### src/rtl/sprite_scan_pkg.sv
// ============================================================================
//  Module : sprite_scan_pkg
//  Desc   : Shared types and defaults for the sprite scan counter.
//  Rev    : 1.0  initial release
// ============================================================================
`default_nettype none

package sprite_scan_pkg;

    localparam int DEFAULT_XW = 5;
    localparam int DEFAULT_YW = 5;

    typedef enum logic [0:0] {
        ST_IDLE = 1'b0,
        ST_SCAN = 1'b1
    } scan_state_e;

endpackage

`default_nettype wire

### src/rtl/sprite_scan_ctr_axis_ctr.sv
// ============================================================================
//  Module : axis_ctr
//  Desc   : Single-axis wrap counter against a runtime limit.
//  Rev    : 1.0  initial release
// ============================================================================
`default_nettype none

module axis_ctr #(
    parameter int W = 5
) (
    input  logic         clk,
    input  logic         rst,
    input  logic         clr,
    input  logic         en,
    input  logic [W-1:0] limit,
    output logic [W-1:0] count,
    output logic         at_max
);

    logic [W-1:0] count_q;
    logic [W-1:0] count_d;

    assign at_max = (count_q == limit);
    assign count  = count_q;

    // Wrapping to zero at the limit leaves the counter ready for the next sprite.
    always_comb begin
        count_d = count_q;
        if (clr) begin
            count_d = '0;
        end else if (en) begin
            count_d = at_max ? '0 : count_q + W'(1);
        end
    end

    always_ff @(posedge clk) begin
        if (rst) begin
            count_q <= '0;
        end else begin
            count_q <= count_d;
        end
    end

endmodule

`default_nettype wire

### src/rtl/sprite_scan_ctr.sv
// ============================================================================
//  Module : sprite_scan_ctr
//  Desc   : Runtime-sized 2D sprite scan with flips and valid/ready output.
//  Rev    : 1.0  initial release
// ============================================================================
`default_nettype none

module sprite_scan_ctr
    import sprite_scan_pkg::*;
#(
    parameter int XW = DEFAULT_XW,
    parameter int YW = DEFAULT_YW
) (
    input  logic            clk,
    input  logic            rst,
    input  logic            req_valid,
    output logic            req_ready,
    input  logic [XW-1:0]   req_dim_x,
    input  logic [YW-1:0]   req_dim_y,
    input  logic            req_flip_x,
    input  logic            req_flip_y,
    output logic            pix_valid,
    input  logic            pix_ready,
    output logic [XW-1:0]   pix_x,
    output logic [YW-1:0]   pix_y,
    output logic [XW+YW-1:0] pix_idx,
    output logic            pix_eol,
    output logic            pix_last,
    output logic            busy
);

    localparam int IW = XW + YW;

    scan_state_e   state_q,  state_d;
    logic [XW-1:0] dim_x_q,  dim_x_d;
    logic [YW-1:0] dim_y_q,  dim_y_d;
    logic          flip_x_q, flip_x_d;
    logic          flip_y_q, flip_y_d;
    logic [IW-1:0] idx_q,    idx_d;

    logic          scanning;
    logic          accept;
    logic          beat;
    logic [XW-1:0] cx;
    logic [YW-1:0] cy;
    logic          x_at_max;
    logic          y_at_max;
    logic          last_beat;

    assign scanning  = (state_q == ST_SCAN);
    assign accept    = !scanning && req_valid;
    assign beat      = scanning && pix_ready;
    assign last_beat = x_at_max && y_at_max;

    axis_ctr #(.W(XW)) u_x_ctr (
        .clk    (clk),
        .rst    (rst),
        .clr    (accept),
        .en     (beat),
        .limit  (dim_x_q),
        .count  (cx),
        .at_max (x_at_max)
    );

    axis_ctr #(.W(YW)) u_y_ctr (
        .clk    (clk),
        .rst    (rst),
        .clr    (accept),
        .en     (beat && x_at_max),
        .limit  (dim_y_q),
        .count  (cy),
        .at_max (y_at_max)
    );

    always_comb begin
        state_d  = state_q;
        dim_x_d  = dim_x_q;
        dim_y_d  = dim_y_q;
        flip_x_d = flip_x_q;
        flip_y_d = flip_y_q;
        idx_d    = idx_q;
        case (state_q)
            ST_IDLE: begin
                if (accept) begin
                    state_d  = ST_SCAN;
                    dim_x_d  = req_dim_x;
                    dim_y_d  = req_dim_y;
                    flip_x_d = req_flip_x;
                    flip_y_d = req_flip_y;
                    idx_d    = '0;
                end
            end
            ST_SCAN: begin
                if (beat) begin
                    idx_d = idx_q + IW'(1);
                    if (last_beat) begin
                        state_d = ST_IDLE;
                    end
                end
            end
            default: state_d = ST_IDLE;
        endcase
    end

    always_ff @(posedge clk) begin
        if (rst) begin
            state_q  <= ST_IDLE;
            dim_x_q  <= '0;
            dim_y_q  <= '0;
            flip_x_q <= 1'b0;
            flip_y_q <= 1'b0;
            idx_q    <= '0;
        end else begin
            state_q  <= state_d;
            dim_x_q  <= dim_x_d;
            dim_y_q  <= dim_y_d;
            flip_x_q <= flip_x_d;
            flip_y_q <= flip_y_d;
            idx_q    <= idx_d;
        end
    end

    // Outputs decode registered state only; idle forces coordinates to zero.
    assign req_ready = !scanning;
    assign pix_valid = scanning;
    assign busy      = scanning;
    assign pix_x     = !scanning ? '0 : (flip_x_q ? dim_x_q - cx : cx);
    assign pix_y     = !scanning ? '0 : (flip_y_q ? dim_y_q - cy : cy);
    assign pix_idx   = scanning ? idx_q : '0;
    assign pix_eol   = scanning && x_at_max;
    assign pix_last  = scanning && last_beat;

endmodule

`default_nettype wire

### config.mk
export PLATFORM = sky130hd
export DESIGN_NAME = sprite_scan_ctr
export DESIGN_NICKNAME = d
export VERILOG_FILES = /design/src/rtl/sprite_scan_pkg.sv /design/src/rtl/sprite_scan_ctr_axis_ctr.sv /design/src/rtl/sprite_scan_ctr.sv
export SDC_FILE = /design/constraint.sdc
export NUM_CORES = 1
export LEC_CHECK = 0
export BUFFER_PORTS_ARGS = -buffer_cell sky130_fd_sc_hd__buf_4
export CAP_MARGIN = 10
export CORE_ASPECT_RATIO = 1.1
export CORE_MARGIN = 4
export CORE_UTILIZATION = 51
export DETAILED_ROUTE_END_ITERATION = 10
export PLACE_DENSITY = 0.84
export SETUP_SLACK_MARGIN = 0.05
export SLEW_MARGIN = 20
export SYNTH_ARGS = -nofsm -noshare
export SYNTH_HDL_FRONTEND = slang
export SYNTH_HIERARCHICAL = 1
export SYNTH_SLANG_ARGS = --single-unit
### constraint.sdc
create_clock -name clk -period 1.9 [get_ports clk]
set_clock_uncertainty 0.1 [all_clocks]
set_input_delay 0.285 -clock clk [delete_from_list [all_inputs] [get_ports clk]]
set_output_delay 0.285 -clock clk [all_outputs]
set_load 0.02 [all_outputs]
# Word level (Yosys, flattened, before mapping)
# Cells that the tools add are included.
# word_totals
regBits,33
in_bits,16
# op_classes
addsub,5
eq_ne,4
mux,14
bitwise_logic,1
n_reduce_logical,10
# ops
cell,count
2-to-1 mux 10 bit,3
2-to-1 mux 5 bit,6
one-hot mux 10 bit (2 select lines),1
adder 10 x 1 -> 10 bit (second input constant),1
adder 5 x 1 -> 5 bit (second input constant),2
equality test 5 bit,2
subtractor 5 bit,2
logical AND 1 bit,6
AND reduction 2 bit,2
2-to-1 mux 1 bit,3
inequality test 2 x 1 -> 1 bit (second input constant),1
inequality test 2 bit (second input constant),1
one-hot mux 1 bit (2 select lines),1
OR reduction 2 bit,1
zero test 1 bit,1
NOT 1 bit,1

# Depth between registers and ports, before layout
# depth
word_depth,5
mapped_depth,8
mapped_depth_nobuf,8

# Hierarchy
# Netlist, hierarchy kept.
# modules_own_cells
module,n_inst,cells_per_inst,area_per_inst_um2,seq_area_each_um2
sprite_scan_ctr,1,203,1557.7,460.4
axis_ctr,2,39,365.4,100.1

# Worst setup path after synthesis
# OpenSTA, ideal clock, no wires.
# synth_path
path_type,register -> output
from,reg u_x_ctr.count_q[0] (netlist: u_x_ctr/count[0])
to,out pix_x[4]
arrival_time_ns,2.040
t_required_ns,1.515
path_slack_ns,-0.525
path_stages_with_launch,8
path_cell_list,dfxtp_1 ha_1 inv_1 fa_1 a21o_1 a21oi_1 mux2i_1 mux2i_1
# synth_between
elab_chain_len,3
# synth_rtl
element,line_no,text
start: declaration,sprite_scan_ctr_axis_ctr.sv:20,logic [W-1:0] count_q;
start signal: assignment,sprite_scan_ctr_axis_ctr.sv:40,count_q <= count_d;
subtractor 5 bit,sprite_scan_ctr.sv:127,assign pix_x = !scanning ? '0 : (flip_x_q ? dim_x_q - cx : cx);
2-to-1 mux 5 bit (2 in series),sprite_scan_ctr.sv:127,
end: declaration,sprite_scan_ctr.sv:24,"output logic [XW-1:0] pix_x,"
# Every way passes these cells.

# Final worst setup path
# layout_path
from,reg dim_x_q[0]
to,out pix_x[4]
# layout_between
elab_chain_len,3
# layout_rtl
element,line_no,text
start: declaration,sprite_scan_ctr.sv:35,"logic [XW-1:0] dim_x_q, dim_x_d;"
start signal: assignment,sprite_scan_ctr.sv:115,dim_x_q <= dim_x_d;
subtractor 5 bit,sprite_scan_ctr.sv:127,
2-to-1 mux 5 bit (2 in series),sprite_scan_ctr.sv:127,
# Every way passes these cells.

==> results.toml <==
[run_status]
status = "finished, violations left"
failed_checks = "setup timing"

[floorplan]
die_x_um = 71.9
initial_utilization_pct = 53.0
die_area_mm2 = 0.00562
die-height_um = 78.3
ioPinCount = 41
design.core.area_mm2 = 0.00432
rows = 25

[clock_network]
cts_max_path_buffers = 2
clock_latency_ns = 0.30
htree_levels = 2
clkTransAtPathRegs_ns = 0.07
cts-root-buf = "clkbuf_8"
cts_tree = "built"
numCtsBuffers = 5
cts_sinks = 33
hold_buffers = 0

[flow_run]
maxCapViolations = 0

[layout]
seq_area_um2 = 677
multiInputGateArea_mm2 = 0.00171
finish.net_count = 392
antenna_cells = 0
final_cell_area_mm2 = 0.00329
most-common-layout-cells = "81 x buf_4, 39 x nand2_1, 24 x dfxtp_1"
area.growth.synth_to_final_pct = 44.0
fillCellCount = 294
layout.cells.non_filler = 418
layout_commonest_cell = "buf_4"
drive_gt1_share_pct = 42.6

[critical_path]
crit_family = "multiplexers"
critical_path_class = "flip-flop to primary output"
cp.arrival_ns = 2.17
crit_fanout = 2
crit_path_end_kind = "primary output"
crit_top_cell = "inv_2"
cp_cell_sequence = "inv_2 -> ha_4 -> inv_2 -> fa_2 -> a21o_1 -> a21oi_2 -> mux2i_1 -> mux2i_2 -> buf_4"
crit_buf_inv = 3
max_stage_delay_ns = 0.33
required_ns = 1.51
setup.worst_path.start_class = "flip-flop"
crit_slowest_cell = "dfxtp_2"

[synthesis]
synth_cell_types = 52
syn-num-nets = 310
synth-seq-cells = 33
avgSynthCellArea_um2 = 8.14
syn_area_mm2 = 0.00229
synth_cells = 281
synth_warnings = 6
synth_seq_area_share_pct = 28.9

[timing]
tightest_slew_ns = 0.411
max_slew_margin_pct = 72.6
fmax_ghz = 0.391
rsz0062_at_grt = "true"
drv_slew = 0
period_share_pct = 135
tns_ns = -4.71
hold_viol = 0
fin_ws_ns = -0.657
hold-worst-slack_ns = 0.132
fin_crit_ns = 2.56
finalSetupViolations = 15

[detailed_routing]
vias = 2435
first_iter_violations = 128
viasPerCell = 5.83
dr.pass1.iters = 5
routedWlPerCell_um = 16.8
detail-route-antenna-nets = 0
drc = 0
wirelength_um = 7040

[global_route]
antenna_found_initial = 0
grt_max_degree = 30
grt.total_usage_pct = 25.1
grt-ovfl-total = 0
grt_pass1_wl_um = 11100
grt_pass1_vias = 2418

[place]
gp_congestion = 0.842
placedCellCount = 399
dpl-instance-area_mm2 = 0.00295
port-buffer-count = 40
dpl_worst_slack_ns = -0.319
hpwl_um = 4440

[power_and_ir_drop]
p_per_area_mw_per_mm2 = 533
p_leak_nw = 1.42
peakVddDrop_mv = 0.465

[worst_hold_path]
min_path_type = "input pin to flip-flop"
==> synth_stat cells, drive strengths merged <==
master	instances	area [um2]
mux2i	12	120
clkinv	1	3.75
buf	6	38.8
fa	2	40.0
o21bai	2	15.0
and4	1	8.76
or3	3	20.0
nand4bb	2	22.5
nor2	22	82.6
o31a	1	10.0
and2	10	62.6
o21a	2	15.0
xnor2	2	17.5
nor2b	2	12.5
o31ai	2	15.0
a311oi	1	8.76
o211ai	4	30.0
clkbuf	7	46.3
a211oi	6	45.0
o21ai	8	40.0
mux2	2	22.5
nor3b	4	40.0
a31oi	1	6.26
nand2b	5	31.3
nor3	4	30.0
ha	11	138
dfxtp	33	661
nor4b	2	17.5
o2111ai	2	17.5
nand3	14	70.1
xor2	10	118
nand3b	4	30.0
a21o	2	15.0
inv	15	56.3
or2	2	12.5
nand4	2	27.5
and3	4	27.5
a22oi	1	7.51
a21oi	22	110
or4	2	15.0
o311ai	4	35.0
nand2	39	146
==> worst reg2reg max path: stages (launching register included) <==
cell and delay (ns):
dfxtp_4 0.36, buf_4 0.16, xor2_4 0.20, nor3_4 0.21, nor3b_4 0.25, and3_4 0.27, nand4bb_1 0.16, o21bai_1 0.21
o211ai_1 0.11
==> area by class of cell <==
type	instances	area share, %
Timing Repair Buffer	88	20.9
Inverter	16	1.86
Multi-Input combinational cell	219	52.0
Clock buffer	8	2.73
Sequential cell	33	20.5
Tap cell	54	2.05
==> state kept, by name (all words and copies together), names as in the netlist <==
signal,count
u_y_ctr/count,5
dim_x_q,5
busy,1
u_x_ctr/count,5
dim_y_q,5
flip_x_q,1
flip_y_q,1
idx_q,10
==> layer usage <==
metal | share of wire (%) | GRT usage [%] | up-vias
li1 | - | - | 1142
met1 | 38 | 28.0 | 1155
met2 | 50 | 43.8 | 107
met3 | 6.9 | 5.89 | 31
met4 | 4.9 | 12.6 | 0
met5 | 0 | 0 | -
==> stage by stage <==
step / utilization [%] / total power [mW]
global placement: 68.3 / 1.11
finish: 76.3 / 1.76
global route: 76.3 / 1.82
floorplan: - / 0.976
detailed placement: 68.3 / 1.12
CTS: 74.3 / 1.72
==> power breakdown <==
part | internal, mW | switching [mW]
Combinational | 0.216 | 0.244
Clock | 0.295 | 0.264
Sequential | 0.712 | 0.0259
==> cells by family after synthesis <==
group	share of synthesized area, %
flip-flops	28.9
multiplexers	6.23
AND/OR/NAND/NOR	28.7
XOR/XNOR	5.90
AO/OA/AOI/OAI	16.2
adder cells (fa/ha/maj)	7.76
buffers and inverters	6.34
==> worst paths after layout <==
| check | from | cells after the start | to | slack [ns] |
|---|---|---|---|---|
| max | dim_x_q[0] | 9 | pix_x[4] | -0.66 |
| min | req_flip_x | 3 | flip_x_q | 0.13 |
| max reg2reg | u_x_ctr/count[0] | 8 | u_y_ctr/count[1] | -0.22 |
| min reg2reg | idx_q[9] | 2 | idx_q[9] | 0.43 |
==> what timing repair did <==
item,in CTS,in global routing
pin swaps,15,15
hold endpoints to repair,0,0
setup endpoints to repair,15,17
buffers inserted,7,6
resized for setup,30,11
No activity file was read; power rests on OpenSTA's default activity.
